--- config.mk ---
export PLATFORM = sky130hd
export DESIGN_NAME = clk_divider_multi_flat
export DESIGN_NICKNAME = d
export VERILOG_FILES = /design/src/rtl/clk_divider_multi_if.sv /design/src/rtl/clk_divider_multi.sv /design/src/flat_wrapper.sv
export SDC_FILE = /design/constraint.sdc
export NUM_CORES = 1
export LEC_CHECK = 0
export CAP_MARGIN = 20
export CORE_AREA = 2 2 204 206
export CTS_BUF_LIST = sky130_fd_sc_hd__clkbuf_2
export DETAILED_ROUTE_END_ITERATION = 8
export DIE_AREA = 0 0 206 208
export PLACE_DENSITY = 0.86
export SLEW_MARGIN = 15
export SYNTH_ARGS = -nofsm -noshare
export SYNTH_HDL_FRONTEND = slang
export SYNTH_SLANG_ARGS = --single-unit
--- constraint.sdc ---
create_clock -name clk_in -period 8.65 [get_ports clk_in]
set_input_delay 2.595 -clock clk_in [delete_from_list [all_inputs] [get_ports clk_in]]
set_output_delay 2.595 -clock clk_in [all_outputs]
set_load 0.005 [all_outputs]
--- src/rtl/clk_divider_multi_if.sv ---
// Divisor reload port for clk_divider_multi: valid/ready request plus a
// one-cycle error pulse for requests that were accepted but rejected.
interface clk_divider_multi_if #(
    parameter int NUM_CH = 4,
    parameter int CNT_W  = 32,
    parameter int CH_W   = (NUM_CH > 1) ? $clog2(NUM_CH) : 1
);
    logic             cfg_valid;
    logic             cfg_ready;
    logic [CH_W-1:0]  cfg_ch;
    logic [CNT_W-1:0] cfg_div;
    logic             cfg_err;

    modport master (
        output cfg_valid,
        output cfg_ch,
        output cfg_div,
        input  cfg_ready,
        input  cfg_err
    );

    modport slave (
        input  cfg_valid,
        input  cfg_ch,
        input  cfg_div,
        output cfg_ready,
        output cfg_err
    );
endinterface

--- src/rtl/clk_divider_multi.sv ---
// NUM_CH independent programmable clock dividers with glitch-free divisor
// reload at period boundaries and a common re-phasing sync input.
module clk_divider_multi #(
    parameter int NUM_CH      = 4,
    parameter int CNT_W       = 32,
    parameter int DEFAULT_DIV = 10,
    localparam int CH_W       = (NUM_CH > 1) ? $clog2(NUM_CH) : 1
) (
    input  logic              clk_in,
    input  logic              rst,
    input  logic [NUM_CH-1:0] en,
    input  logic              sync,
    clk_divider_multi_if.slave cfg,
    output logic [NUM_CH-1:0] pend,
    output logic [NUM_CH-1:0] div_clk,
    output logic [NUM_CH-1:0] tick
);
    localparam logic [CNT_W-1:0] DEF_D = CNT_W'(DEFAULT_DIV);
    localparam logic [CNT_W:0]   ONE_W = (CNT_W+1)'(1);

    logic [NUM_CH-1:0] ch_sel;
    logic [NUM_CH-1:0] pend_vec;
    logic              cfg_accept;
    logic              cfg_bad;
    logic              cfg_err_reg;

    // An out-of-range channel selects nothing, so ready stays high and the
    // request is rejected through cfg_err instead of stalling the port.
    assign cfg.cfg_ready = ~|(pend_vec & ch_sel);
    assign cfg_accept    = cfg.cfg_valid & cfg.cfg_ready;
    assign cfg_bad       = (cfg.cfg_div < CNT_W'(2)) | ~|ch_sel;
    assign cfg.cfg_err   = cfg_err_reg;
    assign pend          = pend_vec;

    always_ff @(posedge clk_in) begin
        if (rst) begin
            cfg_err_reg <= 1'b0;
        end else begin
            cfg_err_reg <= cfg_accept & cfg_bad;
        end
    end

    generate
        for (genvar gi = 0; gi < NUM_CH; gi++) begin : g_ch
            logic [CNT_W-1:0] div_reg;
            logic [CNT_W-1:0] pend_div_reg;
            logic [CNT_W-1:0] cnt_reg;
            logic             run_reg;
            logic             pend_reg;
            logic             div_clk_reg;
            logic             tick_reg;
            logic [CNT_W:0]   half;
            logic [CNT_W:0]   cnt_inc;
            logic             at_end;
            logic             apply_now;
            logic             load_now;

            assign ch_sel[gi]   = (cfg.cfg_ch == CH_W'(gi));
            assign pend_vec[gi] = pend_reg;
            assign div_clk[gi]  = div_clk_reg;
            assign tick[gi]     = tick_reg;

            // Widened by one bit so odd divisors near 2^CNT_W-1 round up cleanly.
            assign half    = ({1'b0, div_reg} + ONE_W) >> 1;
            assign cnt_inc = {1'b0, cnt_reg} + ONE_W;
            assign at_end  = (cnt_reg == div_reg - CNT_W'(1));

            // Accept needs pend clear and apply needs pend set, so a request
            // accepted on an apply point is held for the following one.
            assign apply_now = pend_reg & (~run_reg | at_end | sync);
            assign load_now  = cfg_accept & ~cfg_bad & ch_sel[gi];

            always_ff @(posedge clk_in) begin
                if (rst) begin
                    div_reg      <= DEF_D;
                    pend_div_reg <= DEF_D;
                    pend_reg     <= 1'b0;
                    cnt_reg      <= '0;
                    run_reg      <= 1'b0;
                    div_clk_reg  <= 1'b0;
                    tick_reg     <= 1'b0;
                end else begin
                    if (load_now) begin
                        pend_div_reg <= cfg.cfg_div;
                        pend_reg     <= 1'b1;
                    end else if (apply_now) begin
                        div_reg  <= pend_div_reg;
                        pend_reg <= 1'b0;
                    end

                    if (!en[gi]) begin
                        run_reg     <= 1'b0;
                        cnt_reg     <= '0;
                        div_clk_reg <= 1'b0;
                        tick_reg    <= 1'b0;
                    end else if (!run_reg || sync || at_end) begin
                        run_reg     <= 1'b1;
                        cnt_reg     <= '0;
                        div_clk_reg <= 1'b1;
                        tick_reg    <= 1'b1;
                    end else begin
                        cnt_reg     <= cnt_inc[CNT_W-1:0];
                        div_clk_reg <= (cnt_inc < half);
                        tick_reg    <= 1'b0;
                    end
                end
            end
        end
    endgenerate
endmodule

--- src/flat_wrapper.sv ---
// flat-port wrapper written by rule: the top's interface ports become plain ports
module clk_divider_multi_flat 
#(
    parameter int NUM_CH      = 4,
    parameter int CNT_W       = 32,
    parameter int DEFAULT_DIV = 10,
    localparam int CH_W       = (NUM_CH > 1) ? $clog2(NUM_CH) : 1
)
  (clk_in, rst, en, sync, pend, div_clk, tick, cfg_cfg_valid, cfg_cfg_ch, cfg_cfg_div, cfg_cfg_ready, cfg_cfg_err);
  clk_divider_multi_if #(.NUM_CH(NUM_CH), .CNT_W(CNT_W), .CH_W(2)) cfg_i ();
  input  logic clk_in;
  input  logic rst;
  input  logic [NUM_CH-1:0] en;
  input  logic sync;
  output logic [NUM_CH-1:0] pend;
  output logic [NUM_CH-1:0] div_clk;
  output logic [NUM_CH-1:0] tick;
  input wire logic [$bits(cfg_i.cfg_valid)-1:0] cfg_cfg_valid;
  input wire logic [$bits(cfg_i.cfg_ch)-1:0] cfg_cfg_ch;
  input wire logic [$bits(cfg_i.cfg_div)-1:0] cfg_cfg_div;
  output wire logic [$bits(cfg_i.cfg_ready)-1:0] cfg_cfg_ready;
  output wire logic [$bits(cfg_i.cfg_err)-1:0] cfg_cfg_err;
  assign cfg_i.cfg_valid = cfg_cfg_valid;
  assign cfg_i.cfg_ch = cfg_cfg_ch;
  assign cfg_i.cfg_div = cfg_cfg_div;
  assign cfg_cfg_ready = cfg_i.cfg_ready;
  assign cfg_cfg_err = cfg_i.cfg_err;
  clk_divider_multi #(.NUM_CH(NUM_CH), .CNT_W(CNT_W), .DEFAULT_DIV(DEFAULT_DIV)) u_core (.clk_in(clk_in), .rst(rst), .en(en), .sync(sync), .cfg(cfg_i), .pend(pend), .div_clk(div_clk), .tick(tick));
endmodule
Word level (Yosys, flattened, before mapping)
Cells that the tools add are included.
{"block": "totals", "input_bits": 42, "out_inout_bits": 14, "regBits": 401}
{"block": "op_classes", "n_lt_le_gt_ge": 5, "muxes": 16, "reduce_logical": 33, "n_addsub": 12, "n_bitwise": 34, "eq_ne": 7}
{"cell": "$add A32 B1 Y33 const B", "n": 8}
{"cell": "$lt A33 B32 Y1", "n": 4}
{"cell": "$eq A32 B32 Y1", "n": 4}
{"cell": "$sub A32 B1 Y32 const B", "n": 4}
{"cell": "$lt A32 B2 Y1 const B", "n": 1}
{"cell": "$mux W1", "n": 16}
{"cell": "$not A1 Y1", "n": 13}
{"cell": "$reduce_or A3 Y1", "n": 4}
{"cell": "$and A1 B1 Y1", "n": 11}
{"cell": "$or A1 B1 Y1", "n": 9}
{"cell": "$logic_or A1 B1 Y1", "n": 8}
{"cell": "$reduce_and A2 Y1", "n": 4}
{"cell": "$reduce_bool A2 Y1", "n": 4}
{"cell": "$reduce_or A2 Y1", "n": 4}
{"cell": "$reduce_or A4 Y1", "n": 2}
{"cell": "$logic_not A1 Y1", "n": 6}
{"cell": "$and A4 B4 Y4", "n": 1}
{"cell": "$eq A2 B2 Y1 const B", "n": 2}
{"cell": "$eq A2 B1 Y1 const B", "n": 1}
{"cell": "$logic_not A2 Y1", "n": 1}

Depth between registers and ports, before layout
Gate-level depths: netlist of run 1.
{"block": "logic_depth", "word_depth": 9, "ltp_mapped": 18, "mapped_depth_nobuf": 17}

Worst setup path before layout of run 1
OpenSTA, ideal clock, no wires.
{"block": "synth_timing", "path_kind": "input -> output", "startpoint": "input cfg_cfg_ch[0]", "endpoint": "output cfg_cfg_ready", "t_arrival_ps": 3141, "path_stages": 2, "n_path_buf": 0, "setup_slack_ps": 2914, "path_cell_list": "mux4_2 inv_1"}
{"block": "synth_via", "elab_chain_cells": 4}
{"element": "from (decl)", "line_no": "flat_wrapper.sv:19", "rtl": "input wire logic [$bits(cfg_i.cfg_ch)-1:0] cfg_cfg_ch;"}
{"element": "$eq A2 B1 Y1, or another cell as far along", "line_no": "clk_divider_multi.sv:58", "rtl": "assign ch_sel[gi] = (cfg.cfg_ch == CH_W'(gi));"}
{"element": "$and A4 B4 Y4 (*)", "line_no": "clk_divider_multi.sv:29", "rtl": "assign cfg.cfg_ready = ~|(pend_vec & ch_sel);"}
{"element": "$reduce_or A4 Y1 (*)", "line_no": "clk_divider_multi.sv:29"}
{"element": "$logic_not A1 Y1 (*)", "line_no": "clk_divider_multi.sv:29"}
{"element": "to (decl)", "line_no": "flat_wrapper.sv:21", "rtl": "output wire logic [$bits(cfg_i.cfg_ready)-1:0] cfg_cfg_ready;"}
Mark *: on every way between the ends. The rest lies on a longest branch, timed or not.

Worst setup path after layout of run 1
Same ends and word-level chain as after synthesis.

==> impl_results.md, run 1 <==
* Design area at 27300 µm²
* LEAKAGE at 11.5 nW
* Vias/cell at 6.25
* Critical path class: input pin to output port
* Initial antenna violation count at 1
* TritonCTS clock tree: built
* Crit path buffers/inverters at 3
* Core area at 40600 µm²
* Relative slew slack at 27.8%
* Hold Slack at 0.447 ns
* Largest net degree at the start of global routing at 110
* Max-Cap Viols at 0
* Syn_nets at 3349
* Synthesized instance count at 3171
* Post-CTS sizing at 0
* Synth area leaders: dfxtp_1, mux2i_1, xnor2_1
* Num CTS Buffers at 100
* CP Max Fanout at 5
* Commonest cells post-synth: dfxtp_1, nand2_1, nor2_1
* Drt wl/cell at 18.2 µm
* Initial DRC Count at 1784
* CP max-delay cell: clkdlybuf4s50_1
* Clock Latency Late Sink at 1.07 ns
* Die Ht at 208 µm
* Max Root-Sink Buffers at 3
* F_max at 145 MHz
* WP data arrival at 4.31 ns
* Dpl hpwl at 47800 µm
* Final Cycle Share at 79.8%
* DRT Pass-1 Iters at 6
* Slew of the pin with the lowest slew margin at 1.07 ns
* Io pins at 56
* Most used cell along the critical path: clkdlybuf4s50_1
* Maximum vdd drop at 0.000100 V
* DRC viols at 0
* Cell variety after synth at 90
* RSZ-0062 raised after global routing: false
* GRT Util Overall at 30.5%
* TNS Setup at 0 ns
* Nature of the critical path endpoint: output port
* First-pass GRT wire length at 108000 µm
* Vias in the first global route at 21972
* Row count at 74
* Clock slew seen by the registers of the worst setup and hold paths at 0.10 ns
* Slowest stage delay, CP at 0.58 ns
* Starting Density at 64.7%
* Seq/Total Area, Yosys at 30.6%
* Clock Sinks at 401
* Max Slew Vio Count at 0
* Avg Inst Size Synth at 8.27 µm²
* Final setup viols at 0
* Synth top area share at 30.6%
* Cell Area, Placed at 26400 µm²
* I/O Buffers at 55
* Minimum clock period at 6.90 ns
* Syn Std Cell Area at 26200 µm²
* Top delay family on crit path: buffers and inverters
* Critical Path RT at 6.06 ns
* Crit start category: input pin
* Worst hold path type: flip-flop to flip-flop
* FF+latch count, synth at 401
* RePlAce Congestion at 0.932
* Number of synthesized flops with an enable pin at 0
* Synth warn at 0
* Drt total wl at 67100 µm
* DIE AREA at 42800 µm²
* Power per cell area at 124 nW/µm²
* Via count at 22994
* Top-count cell post-synth: dfxtp_1
* Design Power at 0.00338 W
* Skew final at 0.0575 ns
* Fin. Hold Viols at 0
* Total grt overflow at 0
* H-tree Lvls at 3
* Clk root buf: clkbuf_2
* Crit-path cells: clkdlybuf4s50_1 -> mux4_2 -> inv_1 -> clkdlybuf4s50_1
* Post-CTS Hold Buffers at 0
* Dominant synthesized flop cell: dfxtp_1
* Die X at 206 µm
* Asr flop ratio synth at 0%
* Share of cells above drive strength 1 at 7.43%
* Fin nets at 3269
* Area Overhead vs Synth at 4.00%
* Area leader, netlist: dfxtp_1
* Final core occ at 67.3%
* Status: finished, final reports clean
* DRT antenna net count at 0
* Post CTS Setup Buffer Count at 0
[cell type report]
class                      instances  area, µm²
antenna                            1       2.50
clock buffer                     139        696
clock inverter                    20        149
fill                            3265      13300
inverter                          43        166
multi-input combinational       2474      16900
sequential                       401       8030
tap                              532        666
timing repair buffer              71        713
[report_power, final]
group	switching [W]	internal, W	leakage (nW)
registers	0.0000219	0.00187	3.24
logic	0.000144	0.0000835	7.65
clock network	0.000772	0.000489	0.648
total	0.000938	0.00245	11.5
[worst paths after layout]
path | start | endpoint | slack [ns] | depth (start not counted)
worst max-delay path | cfg_cfg_ch[0] | cfg_cfg_ready | 1.75 | 4
worst min-delay path | u_core.g_ch[3].pend_div_reg[20] | u_core.g_ch[3].div_reg[20] | 0.45 | 2
worst max register to register | u_core.g_ch[1].div_reg[0] | u_core.g_ch[1].div_reg[3] | 3.52 | 12
worst min register to register | u_core.g_ch[3].pend_div_reg[20] | u_core.g_ch[3].div_reg[20] | 0.45 | 2
[layout by cell type (no fill, tap or decap), types with 10 or more instances in the layout]
master           count
xnor2_1            227
a211oi_1            16
nor4_1              44
o211ai_1            16
inv_1               42
clkdlybuf4s50_1     54
nand3_1            136
or3_1               25
nand3b_1            12
a31o_1              13
or2_2               13
and2_1              17
nor3_1              59
a21o_1              44
o311ai_1            25
nand2_1            333
ha_1               136
and3_1             113
nor2b_1            108
buf_4               13
xor2_1             173
clkbuf_2           139
dfxtp_1            400
a21oi_1             85
a31o_2              21
nand4_1             90
nor2_1             302
nand2b_1            10
or4_1               15
mux2i_1            200
o21ai_0             69
a31oi_1             18
clkinv_1            11
and4_1              22
[per-stage QoR]
stage	setup WS [ns]	cells
after global routing	1.67	3681
after global placement	1.76	3517
final	1.75	3681
after detailed placement	1.76	3517
after floorplan	2.91	3171
after CTS	1.74	3676
[per-layer routing]
| layer | wire length (µm) | GRT usage, % | part of all wire, % |
|---|---|---|---|
| met1 | 27400 | 37.9 | 41 |
| met2 | 32600 | 51.4 | 49 |
| met3 | 4780 | 6.12 | 7.1 |
| met4 | 2310 | 12.3 | 3.4 |
| met5 | 0 | 0 | 0 |
[cells by family after synthesis]
logic type / Yosys count / share of synthesized area (%)
multiplexers: 204 / 7.85
AO/OA/AOI/OAI: 387 / 10.1
XOR/XNOR: 400 / 13.4
buffers and inverters: 296 / 5.22
AND/OR/NAND/NOR: 1347 / 26.3
adder cells (fa/ha/maj): 136 / 6.49
flip-flops: 401 / 30.6
[tightest hold or removal path, cell delays in order, from the launching register on]
cell and delay [ns]:
dfxtp_1 0.32, nand2_1 0.05, mux2i_1 0.06
Power figures use the tool's default switching activity.
==> run 2, diff against run 1 <==
Clock period 8.65 ns to 6.7 ns, I/O delays scaled along.
==> run 2 against run 1 <==
  * Die area stayed put
  * Sequential share of layout area hardly changed
  * Clock-buffer cell count is 8 higher
  * Routed wire length is 0.84% lower
  * Via count is 0.58% lower
  * Global-route usage is 0.24 points higher
  * Total power is 29% higher
  * Largest cell class unchanged
  * Largest power group unchanged
==> impl_results.md, run 2 (synthesis results as in run 1) <==
* Commonest non-fill, non-tap cell in the layout: dfxtp_1
* H-tree Lvls at 3 (unchanged)
* TritonCTS clock tree: built
* Skew final at 0.0929 ns (+0.0354 ns)
* Clock Latency Late Sink at 1.10 ns (+0.03 ns)
* Dpl hpwl at 47800 µm (+0.11%)
* DRT Pass-1 Iters at 7 (+1)
* Vias/cell at 6.18 (-1.0%)
* Design Power at 0.00438 W (+29%)
* Crit start category: input pin
* DP Worst Slack at 0.927 ns (-0.832 ns)
* Max Slew Vio Count at 0 (unchanged)
* Clock slew seen by the registers of the worst setup and hold paths at 0.11 ns (about the same)
* Relative slew slack at 23.9% (-3.9 points)
* Max-Cap Viols at 0 (unchanged)
* Crit path buffers/inverters at 3 (unchanged)
* Clock Sinks at 401 (unchanged)
* Slowest stage delay, CP at 0.59 ns (about the same)
* Commonest cells after routing, fill and taps aside: dfxtp_1, nand2_1, nor2_1
* GRT Util Overall at 30.8% (+0.24 points)
* Critical path class: input pin to output port
* Share of cells above drive strength 1 at 7.59% (+0.16 points)
* Final Cycle Share at 86.3%
* DRT antenna net count at 0 (unchanged)
* Hold Path Sink: u_core.g_ch[3].div_reg[12]
* Status: finished, final reports clean
* Power per cell area at 160 nW/µm² (+29%)
* TNS Setup at 0 ns (unchanged)
* Drt wl/cell at 18.0 µm (-1.3%)
* Final setup viols at 0 (unchanged)
* DRC viols at 0 (unchanged)
* Min-delay src: u_core.g_ch[3].pend_div_reg[12]
* Core area at 40600 µm² (unchanged)
* Via count at 22860 (-0.58%)
* Hold Slack at 0.415 ns (-0.0325 ns)
* Post-CTS sizing at 0 (unchanged)
* Post-CTS Hold Buffers at 0 (unchanged)
* R2R Path Start: u_core.g_ch[1].div_reg[0]
* Reg2reg end: u_core.g_ch[1].div_reg[1]
* Top delay family on crit path: buffers and inverters
* Io pins at 56 (unchanged)
* LEAKAGE at 11.6 nW (+0.17%)
* Num CTS Buffers at 102 (+2.0%)
* RSZ-0062 raised after global routing: false
* Maximum vdd drop at 0.000187 V (+87%)
* Critical Path RT at 4.69 ns (-1.37 ns)
* CP max-delay cell: clkdlybuf4s50_1
* Drt total wl at 66500 µm (-0.84%)
* Vias in the first global route at 22127 (+0.71%)
* First-pass GRT wire length at 109000 µm (+1.3%)
* Flop2flop setup slack at 1.64 ns (-1.88 ns)
* Largest net degree at the start of global routing at 100 (-9.1%)
* Fin nets at 3271 (+0.061%)
* Crit-path cells: clkdlybuf4s50_1 -> mux4_2 -> inv_1 -> clkdlybuf4s50_1
* Post CTS Setup Buffer Count at 0 (unchanged)
* R2R cell count at 12 (unchanged)
* Max Root-Sink Buffers at 3 (unchanged)
* I/O Buffers at 55 (unchanged)
* Nature of the critical path endpoint: output port
* Area Overhead vs Synth at 4.07% (about the same)
* RePlAce Congestion at 0.923 (-0.97%)
* Hold Path Depth at 2 (unchanged)
* DIE AREA at 42800 µm² (unchanged)
* Starting Density at 64.7% (unchanged)
* F_max at 173 MHz
* Most used cell along the critical path: clkdlybuf4s50_1
* Fin. Hold Viols at 0 (unchanged)
* CP Max Fanout at 5 (unchanged)
* Clk root buf: clkbuf_2
* Total grt overflow at 0 (unchanged)
* WP data arrival at 3.78 ns (-0.53 ns)
* Initial antenna violation count at 2 (+1)
* Final setup margin at 0.915 ns (-0.835 ns)
* Minimum clock period at 5.79 ns
* Slew of the pin with the lowest slew margin at 1.14 ns (+0.0732 ns)
* Die X at 206 µm (unchanged)
* Worst hold path type: flip-flop to flip-flop
* Row count at 74 (unchanged)
* Initial DRC Count at 1661 (-6.9%)
* Die Ht at 208 µm (unchanged)
run 2: cell types whose count changed in the layout (fill, tap and decap cells not counted), moves of 2 or more:
cell and delta:
clkinv_1 +8, diode_2 +2, buf_4 +2, clkbuf_2 +8
run 2: layout make-up:
| type | count | area [µm²] |
|---|---|---|
| well taps | 532 | 666 |
| clock inverters | 26 | 141 |
| multi-input cells | 2474 | 16900 |
| diodes | 3 | 7.51 |
| flip-flops and latches | 401 | 8030 |
| clock buffers | 147 | 736 |
| fillers | 3357 | 13300 |
| repair buffers | 71 | 693 |
| inverters | 43 | 166 |
run 2: worst max-delay path by stage:
stage,start,endpoint,slack [ns],depth (start not counted)
3_5_place_dp,cfg_cfg_ch[0],cfg_cfg_ready,0.93,4
4_1_cts,cfg_cfg_ch[0],cfg_cfg_ready,0.92,4
3_3_place_gp,cfg_cfg_ch[0],cfg_cfg_ready,0.97,4
5_1_grt,cfg_cfg_ch[0],cfg_cfg_ready,0.89,4
6_report,cfg_cfg_ch[0],cfg_cfg_ready,0.91,4
2_1_floorplan,cfg_cfg_ch[0],cfg_cfg_ready,2.13,2
run 2: where the power goes:
part	leakage, nW	switching (W)	total [W]	internal [W]
Combinational	7.65	0.000185	0.000293	0.000108
Sequential	3.24	0.0000288	0.00245	0.00242
Clock	0.675	0.00102	0.00164	0.000624
Total	11.6	0.00123	0.00438	0.00315
run 2: layer usage:
layer	share of wire, %	GRT usage (%)	vias up
met1	42	38.6	10885
met3	6.8	6.58	196
met4	3.6	12.5	0
met2	48	51.0	799
li1	-	-	10980
met5	0	0	-
run 2: stage by stage:
stage / cells / area (µm²) / utilization, %
CTS: 3692 / 27300 / 67.2
floorplan: 3171 / 26200 / -
global route: 3697 / 27300 / 67.3
finish: 3697 / 27300 / 67.3
global placement: 3519 / 26400 / 65.0
detailed placement: 3519 / 26400 / 65.0
run 2: worst register-to-register path: cells and delay by family (launching register included):
family | cells | cell delay (ns)
simple gates | 6 | 2.60
fa+ha+maj | 1 | 0.36
compound gates | 3 | 1.01
buf+inv | 2 | 0.50
flops | 1 | 0.43
